$ cat src/rtl/gps_update_sched.sv
// gps_update_sched
// Once-per-second update scheduler for the speedometer pipeline.
// A synchronised 1PPS rising edge taken while the GPS reports a fix starts
// one transaction: pulse calc_start_o, wait for calc_done_i (bounded by a
// timeout), then hand the result to the display with a ready/load handshake.
// Missed PPS edges are counted. stale_o flags display data that is not
// current, either after too many bad seconds or when PPS edges stop.
module gps_update_sched #(
  parameter int CLK_HZ         = 12_000_000,
  parameter int TIMEOUT_CYCLES = 4096,
  parameter int STALE_SECS     = 3
) (
  input  logic       clk_i,
  input  logic       rst_i,
  input  logic       onepps_i,
  input  logic       fix_i,
  output logic       calc_start_o,
  input  logic       calc_done_i,
  input  logic       disp_ready_i,
  output logic       disp_load_o,
  output logic       busy_o,
  output logic       timeout_o,
  output logic       stale_o,
  output logic [7:0] miss_cnt_o
);

  // Watchdog fires after STALE_SECS seconds without a PPS edge.
  localparam int WD_LIMIT = STALE_SECS * CLK_HZ;
  localparam int WD_W     = $clog2(WD_LIMIT) + 1;
  localparam int TMO_W    = $clog2(TIMEOUT_CYCLES) + 1;
  localparam int BAD_W    = $clog2(STALE_SECS) + 1;

  typedef enum logic [1:0] {
    IDLE      = 2'd0,
    START     = 2'd1,
    WAIT_CALC = 2'd2,
    LOAD      = 2'd3
  } state_t;

  state_t             state_reg;
  logic [1:0]         pps_sync_reg;
  logic               pps_dly_reg;
  logic               pps_evt_reg;
  logic [WD_W-1:0]    wd_cnt_reg;
  logic [TMO_W-1:0]   tmo_cnt_reg;
  logic [BAD_W-1:0]   bad_secs_reg;
  logic [BAD_W-1:0]   bad_secs_inc;
  logic               stale_reg;
  logic               calc_start_reg;
  logic               timeout_reg;
  logic [7:0]         miss_cnt_reg;
  logic               wd_expire;

  // Two-flop synchroniser on the raw PPS, then a registered rising-edge
  // detect. pps_evt_reg is high for one cycle starting at the 3rd clk edge
  // after onepps_i rises.
  always_ff @(posedge clk_i or negedge rst_i) begin
    if (!rst_i) begin
      pps_sync_reg <= 2'b00;
      pps_dly_reg  <= 1'b0;
      pps_evt_reg  <= 1'b0;
    end else begin
      pps_sync_reg <= {pps_sync_reg[0], onepps_i};
      pps_dly_reg  <= pps_sync_reg[1];
      pps_evt_reg  <= pps_sync_reg[1] & ~pps_dly_reg;
    end
  end

  // PPS watchdog: counts cycles since the last PPS event and parks at the
  // limit so it can never wrap back into a "fresh" range.
  always_ff @(posedge clk_i or negedge rst_i) begin
    if (!rst_i) begin
      wd_cnt_reg <= '0;
    end else if (pps_evt_reg) begin
      wd_cnt_reg <= '0;
    end else if (wd_cnt_reg != WD_W'(WD_LIMIT)) begin
      wd_cnt_reg <= wd_cnt_reg + 1'b1;
    end
  end

  // Single-cycle event when the watchdog reaches its limit; a PPS arriving
  // on that same cycle restarts the count instead.
  assign wd_expire = !pps_evt_reg && (wd_cnt_reg == WD_W'(WD_LIMIT - 1));

  // Saturating increment of the bad-second counter.
  assign bad_secs_inc = (bad_secs_reg == BAD_W'(STALE_SECS)) ?
                        bad_secs_reg : bad_secs_reg + 1'b1;

  // Transaction FSM plus its bookkeeping: timeout counter, bad-second
  // counter, stale flag, miss counter and registered strobes.
  always_ff @(posedge clk_i or negedge rst_i) begin
    if (!rst_i) begin
      state_reg      <= IDLE;
      tmo_cnt_reg    <= '0;
      bad_secs_reg   <= '0;
      stale_reg      <= 1'b1;
      calc_start_reg <= 1'b0;
      timeout_reg    <= 1'b0;
      miss_cnt_reg   <= 8'd0;
    end else begin
      calc_start_reg <= 1'b0;
      timeout_reg    <= 1'b0;

      // A PPS edge while a transaction is in flight is dropped and counted.
      if (pps_evt_reg && (state_reg != IDLE) && (miss_cnt_reg != 8'hFF)) begin
        miss_cnt_reg <= miss_cnt_reg + 8'd1;
      end

      // Watchdog sets stale; a completing LOAD below overrides it.
      if (wd_expire) begin
        stale_reg <= 1'b1;
      end

      case (state_reg)
        IDLE: begin
          if (pps_evt_reg) begin
            if (fix_i) begin
              state_reg      <= START;
              calc_start_reg <= 1'b1;
            end else begin
              bad_secs_reg <= bad_secs_inc;
              if (bad_secs_inc == BAD_W'(STALE_SECS)) begin
                stale_reg <= 1'b1;
              end
            end
          end
        end

        START: begin
          state_reg   <= WAIT_CALC;
          tmo_cnt_reg <= '0;
        end

        WAIT_CALC: begin
          // Done is checked first so it wins over a same-cycle timeout.
          if (calc_done_i) begin
            state_reg <= LOAD;
          end else if (tmo_cnt_reg == TMO_W'(TIMEOUT_CYCLES - 1)) begin
            state_reg    <= IDLE;
            timeout_reg  <= 1'b1;
            bad_secs_reg <= bad_secs_inc;
            if (bad_secs_inc == BAD_W'(STALE_SECS)) begin
              stale_reg <= 1'b1;
            end
          end else begin
            tmo_cnt_reg <= tmo_cnt_reg + 1'b1;
          end
        end

        LOAD: begin
          // No timeout here: the display is allowed to stall indefinitely.
          if (disp_ready_i) begin
            state_reg    <= IDLE;
            bad_secs_reg <= '0;
            stale_reg    <= 1'b0;
          end
        end

        default: begin
          state_reg <= IDLE;
        end
      endcase
    end
  end

  assign calc_start_o = calc_start_reg;
  assign timeout_o    = timeout_reg;
  assign stale_o      = stale_reg;
  assign miss_cnt_o   = miss_cnt_reg;
  assign busy_o       = (state_reg != IDLE);
  // The load strobe is a same-cycle handshake with the display, so it is
  // qualified combinationally by disp_ready_i while the FSM sits in LOAD.
  assign disp_load_o  = (state_reg == LOAD) && disp_ready_i;

endmodule

$ cat config.mk
export PLATFORM = sky130hd
export DESIGN_NAME = gps_update_sched
export DESIGN_NICKNAME = d
export VERILOG_FILES = /design/src/rtl/gps_update_sched.sv
export SDC_FILE = /design/constraint.sdc
export NUM_CORES = 1
export LEC_CHECK = 0
export CAP_MARGIN = 20
export CORE_MARGIN = 2
export CORE_UTILIZATION = 25
export DETAILED_ROUTE_END_ITERATION = 16
export PLACE_DENSITY_LB_ADDON = 0.2
export SLEW_MARGIN = 0
export SYNTH_ARGS = -nofsm -noshare
export SYNTH_HDL_FRONTEND = slang
export SYNTH_SLANG_ARGS = --single-unit
$ cat constraint.sdc
create_clock -name clk_i -period 2.3 [get_ports clk_i]
set_input_delay 0.46 -clock clk_i [delete_from_list [all_inputs] [get_ports clk_i]]
set_output_delay 0.46 -clock clk_i [all_outputs]
set_load 0.02 [all_outputs]
==> metrics.yaml <==
yosys:
  ys_top_cells_by_area: "dfrtp_1 46%, xor2_1 4.4%, a21oi_1 3.3%"
  synth-seq-cells: 60
  syn_inst: 320
  synth.avg_cell_area_um2: 10.0
  async_flop_share_pct: 100
  synth_most_common_cell: "dfrtp_1"
  yosysUniqueCellTypes: 52
  synth_edf_count: 0
  ys_top_cells_by_count: "59 x dfrtp_1, 21 x a21oi_1, 21 x nand2_1"
  yosys.area.top_type_share_pct: 46.0
  synth_warnings: 0
  synth_top_flop_cell: "dfrtp_1"
  synth.largest_area_cell: "dfrtp_1"
  ys_seq_area_share_pct: 46.8
  synth_nets: 331
  syn-cell-area_mm2: 0.00321
power_and_ir_drop:
  p_leak_nw: 1.58
  combinationalPowerShare_pct: 23.1
  internal_power_mw: 2.62
  total_power_mw: 3.74
  p_sw_share_pct: 29.9
  clockPowerShare_pct: 39.5
  power_density_mw_per_mm2: 949
  power_frac_seq_pct: 37.3
  p_switching_mw: 1.12
  vdd_drop_max_mv: 0.434
timing:
  tightest_slew_ns: 0.629
  period_share_pct: 94.2
  slew_viol_final: 0
  timing.fmax_mhz: 462
  min_period_ns: 2.17
  fin_tns_setup_ns: 0
  max-slew-margin-rel_pct: 57.9
  setup_viol: 0
  finClkSkew_ns: 0.00415
  rsz0062_at_grt: "false"
  hold_viol_final: 0
floorplanning:
  rows: 41
  dieArea_mm2: 0.0138
  die_w_um: 117
  pin_count: 19
  coreArea_mm2: 0.0126
  initial_core_util_pct: 25.5
  dieHeight_um: 117
setup_path:
  criticalPathCategory: "in2out"
  path_cells: "clkdlybuf4s50_1 -> and3_1 -> clkdlybuf4s50_1"
  rr_worst_depth: 5
  path_common_cell: "clkdlybuf4s50_1"
  path_delay_family: "buffers and inverters"
  worst_path_largest_cell_delay_ns: 0.60
  cp-end-kind: "output port"
  crit_fanout: 2
  slowest_stage: "clkdlybuf4s50_1"
  cp.arrival_ns: 1.71
  worstSetupStartpointType: "primary input"
  path_buf_inv: 2
  path_depth: 3
  cp.required_ns: 1.84
place:
  port-buffer-count: 18
  place_congestion: 0.740
  hpwl_um: 5000
worst_hold_path:
  holdCritPathClass: "in2async"
clock_tree:
  ctsResizeCount: 0
  clk_path_buf_depth: 2
  worstSkewPairLatency_ns: 0.33
  cts_tree: "built"
  ctsHoldBuffers: 0
  cts.htree.levels: 3
  postCtsSetupRepairBufs: 0
  cts_root_buf: "clkbuf_16"
  cts_sinks: 60
  clkSlewWorstSetupHoldPaths_ns: 0.05
  numCtsBuffers: 9
layout:
  n_fill_cell: 1305
  syn_to_final_growth_pct: 22.7
  drive_gt1_share_pct: 11.3
  final_nets: 359
  diodes: 0
  largest_reg_flops: 27
route:
  num_vias: 2549
  routed_via_density: 4.86
  drtIter0Drc: 94
  dr.pass1.iters: 4
  wl_per_cell_um: 13.9
  drtAntennaViolNets: 0
  drc: 0
  wirelength_um: 7280
global_route:
  met1_usage_pct: 16.7
  grt.busiest_layer: "met2"
  grt_pass1_wl_um: 12800
  grt_max_degree: 61
  antenna_found_initial: 0
  track_usage_pct: 12.0
  overflow: 0
  grtUsageMet3_pct: 2.42
  grtUsageMet2_pct: 17.4
  first_global_vias: 2581
run_status:
  outcome: "finished, final reports clean"
flow_run:
  drv_cap: 0
-- area by class of cell --
class / instances / area [µm²] / share of cell area [%]
tap: 172 / 215 / 5.47
clock inverter: 4 / 72.6 / 1.84
inverter: 9 / 33.8 / 0.859
timing repair buffer: 28 / 263 / 6.68
sequential: 60 / 1500 / 38.2
multi-input combinational: 240 / 1590 / 40.4
clock buffer: 12 / 256 / 6.52
-- kinds of logic (layout without fill, tap and decap cells) --
group                      Yosys count  in the layout  share of synthesized area, %
and+or+nand+nor                    149            149                          28.7
xor gates and xnor gates            19             19                          5.19
adders and majority gates            5              5                          1.95
buffers and inverters               20             53                          3.55
DFF                                 60             60                          46.8
AOI/OAI and AO/OA                   60             60                          11.5
muxes                                7              7                          2.26
-- layer usage --
layer / part of all wire [%] / vias to the layer above / routed length, µm
met5: 0 / - / 0
met4: 2.6 / 0 / 192
met3: 3.0 / 16 / 215
met2: 44 / 32 / 3200
met1: 50 / 1232 / 3680
li1: - / 1269 / -
-- layout by cell type, fill, tap and decap left out, types with 2 or more instances in the layout --
master,instances
ha_1,5
nand3_1,15
o31ai_1,10
nand4_1,13
nor2_1,18
o211ai_1,2
and3_1,5
mux2_2,2
inv_1,9
or3_1,6
nor3_1,6
or4_1,10
and3_2,2
clkbuf_16,9
clkdlybuf4s50_1,17
nor4b_1,2
buf_4,9
dfrtp_1,59
nor4bb_1,3
nor3b_1,3
o311ai_0,2
nand2b_1,6
nor2b_1,9
mux2i_1,5
xor2_1,16
and2_1,4
o21ai_0,14
xnor2_1,3
a31oi_1,3
o22ai_1,2
and4_1,8
clkbuf_8,2
o21a_1,2
bufinv_16,2
nand2_1,21
nand4b_1,2
nor4_1,6
a21oi_1,21
-- power groups by stage --
stage	Combinational (mW)	Sequential [mW]	Clock (mW)
detailed placement	0.873	1.41	0
global route	0.970	1.43	1.57
finish	0.864	1.39	1.48
floorplan	0.487	1.44	0
CTS	0.877	1.40	1.52
global placement	0.866	1.41	0
-- worst register-to-register path: cells and delay by family (launching register included) --
family | cells | cell delay [ns]
DFF | 1 | 0.40
muxes | 1 | 0.37
and+or+nand+nor | 3 | 0.82
adders and majority gates | 1 | 0.25
-- final timing paths --
| path | endpoint | slack [ns] | from |
|---|---|---|---|
| setup / recovery | disp_load_o | 0.13 | disp_ready_i |
| hold / removal | miss_cnt_o[5] | 0.14 | rst_i |
| max in group asynchronous | stale_o | 1.86 | rst_i |
| min in group clk_i | pps_sync_reg[1] | 0.35 | pps_sync_reg[0] |
| setup reg to reg | wd_cnt_reg[26] | 0.35 | wd_cnt_reg[1] |
| hold reg to reg | pps_sync_reg[1] | 0.35 | pps_sync_reg[0] |
-- per-stage QoR --
step / cell area [µm²] / hold slack (ns) / utilization, % / std cells / worst slack (ns)
global placement: 3610 / 0.339 / 28.7 / 509 / 0.136
detailed placement: 3610 / 0.338 / 28.7 / 509 / 0.0454
floorplan: 3210 / 0.164 / - / 320 / 0.524
CTS: 3940 / 0.149 / 31.3 / 525 / 0.125
finish: 3940 / 0.142 / 31.3 / 525 / 0.134
global route: 3940 / 0.173 / 31.3 / 525 / 0.0831
Power figures use the tool's default switching activity.
